### src/rtl/chirp_gen_core.sv
// chirp_gen_core: parametrised LoRa-style chirp generator.
// Accepts a chirp configuration over a valid/ready handshake, then emits a
// phase-continuous up- or down-chirp as phase MSB samples, one per divider
// period, and finishes with an active-low one-cycle done pulse.
module chirp_gen_core #(
   parameter int unsigned PHASE_WIDTH = 32,
   parameter int unsigned SF_MIN      = 6,
   parameter int unsigned SF_MAX      = 12,
   parameter int unsigned DATA_WIDTH  = 8,
   parameter int unsigned DIV_WIDTH   = 7,
   parameter int unsigned NSYM_WIDTH  = 8
) (
   input  logic                  i_clk,
   input  logic                  i_rst_n,
   input  logic                  i_cfg_valid,
   output logic                  o_cfg_ready,
   input  logic [3:0]            i_cfg_sf,
   input  logic [SF_MAX-1:0]     i_cfg_sym,
   input  logic                  i_cfg_down,
   input  logic [NSYM_WIDTH-1:0] i_cfg_nsym,
   input  logic [DIV_WIDTH-1:0]  i_cfg_div,
   input  logic                  i_abort,
   output logic [DATA_WIDTH-1:0] o_data,
   output logic                  o_valid,
   output logic                  o_busy,
   output logic                  o_done_n
);

   localparam int unsigned SHW = $clog2(PHASE_WIDTH + 1);

   typedef enum logic [1:0] {
      IDLE = 2'd0,
      RUN  = 2'd1,
      DONE = 2'd2
   } state_t;

   state_t                  state;

   // Latched configuration
   logic [3:0]              sf_q;
   logic [SF_MAX-1:0]       sym_q;
   logic                    down_q;
   logic [NSYM_WIDTH-1:0]   nsym_q;
   logic [DIV_WIDTH-1:0]    div_q;

   // Running state
   logic [PHASE_WIDTH-1:0]  phase;
   logic [SF_MAX-1:0]       n;
   logic [NSYM_WIDTH-1:0]   sym_cnt;
   logic [DIV_WIDTH-1:0]    div_cnt;

   // Acceptance-side decode
   logic [3:0]              sf_clamped;
   logic [SF_MAX-1:0]       sym_masked;

   // Run-side decode
   logic [SF_MAX-1:0]       n_mask;
   logic [SF_MAX-1:0]       k;
   logic [PHASE_WIDTH-1:0]  half_n;
   logic [SHW-1:0]          shamt;
   logic [PHASE_WIDTH-1:0]  f_up;
   logic [PHASE_WIDTH-1:0]  f_step;
   logic                    tick;
   logic                    last_n;
   logic                    last_sym;

   assign o_cfg_ready = (state == IDLE);

   // Clamp the offered spreading factor and mask the symbol to SF bits
   always_comb begin
      sf_clamped = i_cfg_sf;
      if (i_cfg_sf < 4'(SF_MIN)) begin
         sf_clamped = 4'(SF_MIN);
      end else if (i_cfg_sf > 4'(SF_MAX)) begin
         sf_clamped = 4'(SF_MAX);
      end
      sym_masked = i_cfg_sym & ~({SF_MAX{1'b1}} << sf_clamped);
   end

   // Frequency step for the current sample: (k - N/2) scaled to the phase MSBs
   always_comb begin
      n_mask   = ~({SF_MAX{1'b1}} << sf_q);
      k        = (n + sym_q) & n_mask;
      half_n   = PHASE_WIDTH'(1) << (sf_q - 4'd1);
      shamt    = SHW'(PHASE_WIDTH) - SHW'(sf_q);
      f_up     = (PHASE_WIDTH'(k) - half_n) << shamt;
      f_step   = down_q ? ('0 - f_up) : f_up;
      tick     = (div_cnt == div_q);
      last_n   = (n == n_mask);
      last_sym = (sym_cnt == nsym_q);
   end

   // Control FSM, phase accumulator and registered outputs
   always_ff @(posedge i_clk or negedge i_rst_n) begin
      if (!i_rst_n) begin
         state    <= IDLE;
         sf_q     <= 4'(SF_MIN);
         sym_q    <= '0;
         down_q   <= 1'b0;
         nsym_q   <= '0;
         div_q    <= '0;
         phase    <= '0;
         n        <= '0;
         sym_cnt  <= '0;
         div_cnt  <= '0;
         o_data   <= '0;
         o_valid  <= 1'b0;
         o_busy   <= 1'b0;
         o_done_n <= 1'b1;
      end else begin
         o_valid  <= 1'b0;
         o_done_n <= 1'b1;
         case (state)
            IDLE: begin
               if (i_cfg_valid) begin
                  sf_q    <= sf_clamped;
                  sym_q   <= sym_masked;
                  down_q  <= i_cfg_down;
                  nsym_q  <= i_cfg_nsym;
                  div_q   <= i_cfg_div;
                  phase   <= '0;
                  n       <= '0;
                  sym_cnt <= '0;
                  div_cnt <= '0;
                  o_busy  <= 1'b1;
                  state   <= RUN;
               end
            end
            RUN: begin
               // Abort takes priority over a coinciding tick, including the final one
               if (i_abort) begin
                  o_busy <= 1'b0;
                  state  <= IDLE;
               end else if (tick) begin
                  div_cnt <= '0;
                  o_data  <= phase[PHASE_WIDTH-1 -: DATA_WIDTH];
                  phase   <= phase + f_step;
                  o_valid <= 1'b1;
                  if (last_n) begin
                     n       <= '0;
                     sym_cnt <= sym_cnt + NSYM_WIDTH'(1);
                     if (last_sym) begin
                        o_busy <= 1'b0;
                        state  <= DONE;
                     end
                  end else begin
                     n <= n + SF_MAX'(1);
                  end
               end else begin
                  div_cnt <= div_cnt + DIV_WIDTH'(1);
               end
            end
            DONE: begin
               // Registered, so the low pulse lands in the cycle after the last sample
               o_done_n <= 1'b0;
               state    <= IDLE;
            end
            default: begin
               state <= IDLE;
            end
         endcase
      end
   end

endmodule

### config.mk
export PLATFORM = sky130hd
export DESIGN_NAME = chirp_gen_core
export DESIGN_NICKNAME = d
export VERILOG_FILES = /design/src/rtl/chirp_gen_core.sv
export SDC_FILE = /design/constraint.sdc
export NUM_CORES = 1
export LEC_CHECK = 0
export BUFFER_PORTS_ARGS = -buffer_cell sky130_fd_sc_hd__buf_2
export CORE_MARGIN = 2
export CORE_UTILIZATION = 64
export CTS_CLUSTER_DIAMETER = 100
export DETAILED_ROUTE_END_ITERATION = 7
export PLACE_DENSITY = 0.83
export SYNTH_ARGS = -nofsm -noshare
export SYNTH_HDL_FRONTEND = slang
export SYNTH_SLANG_ARGS = --single-unit
### constraint.sdc
create_clock -name i_clk -period 9.8 [get_ports i_clk]
set_clock_uncertainty 0.15 [all_clocks]
set_input_delay 0.98 -clock i_clk [delete_from_list [all_inputs] [get_ports i_clk]]
set_output_delay 0.98 -clock i_clk [all_outputs]
set_load 0.01 [all_outputs]
==> results of run 1 <==
==> worst max path at each step <==
stage	startpoint	end	slack, ns	cells past startpoint
CTS	sf_q[1]	phase[31]	1.27	32
detailed placement	sf_q[1]	phase[31]	1.32	32
global route	sf_q[1]	phase[31]	0.50	32
floorplan	sf_q[0]	phase[30]	1.18	39
finish	sf_q[1]	phase[31]	1.02	32
global placement	sf_q[1]	phase[31]	1.58	32
==> cell type report <==
class | count | area (sq um)
clock buffers | 9 | 225
repair buffers | 60 | 335
fillers | 1310 | 4950
well taps | 216 | 270
clock inverters | 7 | 81.3
inverters | 47 | 176
multi-input cells | 1104 | 7070
flip-flops and latches | 104 | 2610
==> flip-flops by register name, summed over array words and instances (netlist names) <==
| name | cells |
|---|---|
| div_cnt | 7 |
| div_q | 7 |
| down_q | 1 |
| n | 12 |
| nsym_q | 8 |
| o_busy | 1 |
| o_data | 8 |
| o_done_n | 1 |
| o_valid | 1 |
| phase | 32 |
| sf_q | 4 |
| state | 2 |
| sym_cnt | 8 |
| sym_q | 12 |
==> layer usage <==
metal  part of all wire [%]  global-route usage (%)  vias up
met2                     45                    53.7      403
met5                      0                       0        -
met1                     45                    46.2     4681
li1                       -                       -     4753
met3                    7.0                    4.67       70
met4                    3.0                    11.1        0
==> critical path, delay by kind of cell (launching register included) <==
family	cells	cell delay, ns
DFF	1	0.67
and+or+nand+nor	11	2.18
buffers and inverters	3	0.56
AOI/OAI and AO/OA	13	2.88
adders and majority gates	5	2.25
==> metrics by stage <==
stage	instances	worst slack, ns	utilization, %	hold WS (ns)	instance area (sq um)
6_report	1547	1.02	68.5	0.327	10800
5_1_grt	1547	0.500	68.5	0.363	10800
4_1_cts	1547	1.27	68.5	0.332	10800
3_5_place_dp	1531	1.32	66.6	0.312	10500
3_3_place_gp	1531	1.58	66.6	0.305	10500
2_1_floorplan	1328	1.18	-	0.295	10200
==> cell usage after synthesis, drive strengths merged, types with 8 or more instances <==
library cell / number
nand3: 44
ha: 71
a31oi: 20
a21o: 31
buf: 24
o22ai: 12
o31ai: 14
xnor2: 55
nand4: 19
dfrtp: 101
a21oi: 85
o21a: 9
clkbuf: 49
inv: 46
nor3: 27
or3: 10
o21ai: 97
nor2: 100
xor2: 39
nand2: 238
nand2b: 17
and3: 20
a211oi: 18
o211ai: 8
nor2b: 12
o21bai: 10
==> cells in the final DEF, fill, tap and decap left out, types with 13 or more instances in the layout <==
master	n
nor3_1	26
nand2b_1	17
and3_1	20
a31oi_1	19
buf_4	14
nand2_1	236
a21oi_1	84
o31ai_1	13
ha_1	71
buf_2	46
o21ai_0	88
nand4_1	18
nand3_1	44
a21o_1	31
xor2_1	38
nor2_1	98
a211oi_1	17
inv_1	45
dfrtp_1	101
xnor2_1	54
==> cells by family (layout without fill, tap and decap cells) <==
family | Yosys count | count (layout) | synth area share [%]
other | 2 | 6 | 0.0740
multiplexers | 12 | 12 | 1.47
XOR/XNOR | 94 | 94 | 8.26
AND/OR/NAND/NOR | 528 | 528 | 24.4
flip-flops | 104 | 104 | 25.7
buffers and inverters | 120 | 123 | 4.87
adder cells (fa/ha/maj) | 74 | 74 | 9.34
AO/OA/AOI/OAI | 390 | 390 | 25.9
==> flow_summary.ini, run 1 <==
[detailed_routing]
wl_microns = 27300
dr.first_iter.drc_count = 900
firstDrtPassIters = 7
antenna_left = 0
viasPerCell = 6.40
drcViolationCount = 0
wl_per_cell_microns = 17.6
via_count = 9907

[synthesis]
ys_seq_elements = 104
ys_warn_count = 0
yosysSeqAreaShare_pct = 25.7
ys_types = 104
syn_area_per_cell_sq_um = 7.67
synth_edf_count = 0
yosysTopAreaCell = dfrtp_1
synthFlopType = dfrtp_1
synthTopCellsByArea = dfrtp_1 25%, ha_1 8.8%, nand2_1 8.7%, xnor2_1 4.7%, o21ai_0 4.3%
syn_inst = 1324
synth_top_area_share_pct = 24.9
synth_area_sq_um = 10200
async_reset_ff_share_pct = 100

[worst_setup_path]
cp.arrival_ns = 8.92
startpoint_type = flip-flop
cp_max_fo = 25
slowest_delay_ns = 0.83
slowest_stage = ha_1
r2r_start = sf_q[1]
endpoint_kind = flip-flop
crit_type = reg -> reg
rrSetupSlack_ns = 1.02
r2r_cells = 32
cp.required_ns = 9.93
worstReg2RegEnd = phase[31]
cp_common_cell = ha_1

[placed_design]
gp_congestion = 0.989
io_buffers = 47
dpl.hpwl_microns = 19800

[floorplanning]
die_w_microns = 130
initial_core_util_pct = 64.6
die-height_microns = 130
dieArea_sq_um = 16900
core-area_sq_um = 15700
rows = 46
pin_count = 48

[sta]
rsz0062_at_grt = no
worst_slew_pin_slew_ns = 1.08
final.setup.tns_ns = 0
finalHoldViolations = 0
layout_min_cycle_time_ns = 8.78
setup-violations-final = 0
max_freq_ghz = 0.114
finalMaxSlewViolations = 0
slew_headroom_pct = 27.5
fin_crit_sh_pct = 89.6

[global_route]
grt_pass1_wl_microns = 45400
antenna_found_initial = 0
grt-ovfl-total = 0
grt_util_all_layers_pct = 33.3
grt_max_degree = 61
first_global_vias = 9210

[layout]
drive_above_1_share_pct = 8.79
n_antenna_cell = 0
area_growth_pct = 6.05
finalNetCount = 1436

[worst_hold_path]
worstHoldEndpoint = o_data[0]
hp-start = o_data[0]
hold_path_class = reg -> reg
worstHoldPathCells = 2

[clocking]
cts_tree = done
cts_hold_buf = 0
insertion_delay_ns = 0.37
ctsHtreeMaxLevel = 3
cts.path.max_buffers = 2
clock-sinks = 104
cts_buffers = 9
postCtsSetupRepairBufs = 0
root_buffer = clkbuf_16
post_cts_resize_count = 0
clk_pin_slew_ns = 0.09

[flow_run]
max-cap-violations = 0

[status]
status = completed
Power of run 1 is not shown: default switching activity piles up to over one toggle a cycle in this logic, so the estimate is an artifact.
==> run 2: changes to the inputs <==
- CORE_ASPECT_RATIO: default -> 0.8
==> flow_summary.ini, run 2 (synthesis results as in run 1) <==
[placed_design]
io_buffers = 47
gp_congestion = 0.985
dpl.hpwl_microns = 20300

[layout]
final_cell_mix = 236 x nand2_1, 101 x dfrtp_1, 98 x nor2_1, 88 x o21ai_0, 84 x a21oi_1
finalNetCount = 1436
regMostFlops = phase
largest_register_ff_count = 32
drive_above_1_share_pct = 8.72
n_antenna_cell = 0
area_growth_pct = 5.78
reg_top3 = phase: 32 flops, n: 12 flops, sym_q: 12 flops
layout_commonest_cell = nand2_1

[clocking]
cts.path.max_buffers = 2
cts_tree = done
postCtsSetupRepairBufs = 0
ctsHtreeMaxLevel = 3
cts_hold_buf = 0
post_cts_resize_count = 0
root_buffer = clkbuf_16
cts_buffers = 9
clk_pin_slew_ns = 0.08
clock-sinks = 104
insertion_delay_ns = 0.37

[worst_setup_path]
cp_num_cells = 37
worstSetupEndpoint = phase[30]
r2r_cells = 37
endpoint_kind = flip-flop
crit_family = compound AO/OA/AOI/OAI gates
slowest_delay_ns = 0.58
cp_max_fo = 8
critPathBufInv = 0
r2r_start = n[1]
cp_common_cell = a21oi_1
rrSetupSlack_ns = 1.14
critPathLaunch = n[1]
worstReg2RegEnd = phase[30]
cp.arrival_ns = 8.75
crit_type = reg -> reg
cp.required_ns = 9.89
startpoint_type = flip-flop
slowest_stage = a211oi_2

[global_route]
grt_pass1_wl_microns = 45000
grt_max_degree = 80
antenna_found_initial = 0
grt-ovfl-total = 0
first_global_vias = 8905
grt_util_all_layers_pct = 33.3

[worst_hold_path]
hold_path_class = reg -> reg
worstHoldPathCells = 2

[floorplanning]
die-height_microns = 117
pin_count = 48
initial_core_util_pct = 64.9
rows = 41
die_w_microns = 145
core-area_sq_um = 15600
dieArea_sq_um = 16900

[detailed_routing]
via_count = 9913
drcViolationCount = 0
wl_per_cell_microns = 17.6
antenna_left = 0
wl_microns = 27200
dr.first_iter.drc_count = 1201
firstDrtPassIters = 7
viasPerCell = 6.41

[flow_run]
max-cap-violations = 0

[sta]
layout_min_cycle_time_ns = 8.66
slew_headroom_pct = 31.8
finalMaxSlewViolations = 0
final.setup.tns_ns = 0
max_freq_ghz = 0.115
setup-violations-final = 0
rsz0062_at_grt = no
worst_slew_pin_slew_ns = 1.02
finalHoldViolations = 0
fin_crit_sh_pct = 88.4

[status]
status = completed
-- run 2: worst min-delay path by stage --
| stage | start | endpoint |
|---|---|---|
| 3_3_place_gp | o_data[0] | o_data[0] |
| 2_1_floorplan | phase[0] | phase[0] |
| 6_report | o_data[0] | o_data[0] |
| 5_1_grt | o_data[5] | o_data[5] |
| 3_5_place_dp | o_data[3] | o_data[3] |
| 4_1_cts | o_data[0] | o_data[0] |
-- run 2: stage by stage --
stage	std cells	worst slack (ns)	instance area (sq um)	util (%)	hold slack, ns
after global routing	1546	0.355	10700	68.6	0.362
after CTS	1546	1.30	10700	68.6	0.327
after detailed placement	1530	1.34	10500	66.8	0.307
after global placement	1530	1.55	10500	66.8	0.304
final	1546	1.14	10700	68.6	0.325
after floorplan	1328	1.18	10200	-	0.295
-- run 2: final cells by class --
class | instances | area [sq um]
Clock buffer | 11 | 243
Clock inverter | 5 | 37.5
Fill cell | 1324 | 4910
Inverter | 47 | 176
Multi-Input combinational cell | 1104 | 7070
Sequential cell | 104 | 2610
Tap cell | 215 | 269
Timing Repair Buffer | 60 | 335
-- run 2: tightest hold or removal path: stages, from the launching register on --
cell and delay, ns:
dfrtp_1 0.34, nand2_1 0.05, nand2_1 0.06
-- run 2: per-layer routing --
metal  vias up  wire [microns]  track usage, %
li1       4748               -               -
met1      4649           12800            50.6
met2       481           11800            50.0
met3        35            2310            5.25
met4         0             333            7.25
met5         -               0               0
Power of run 2 is left out for the same reason.
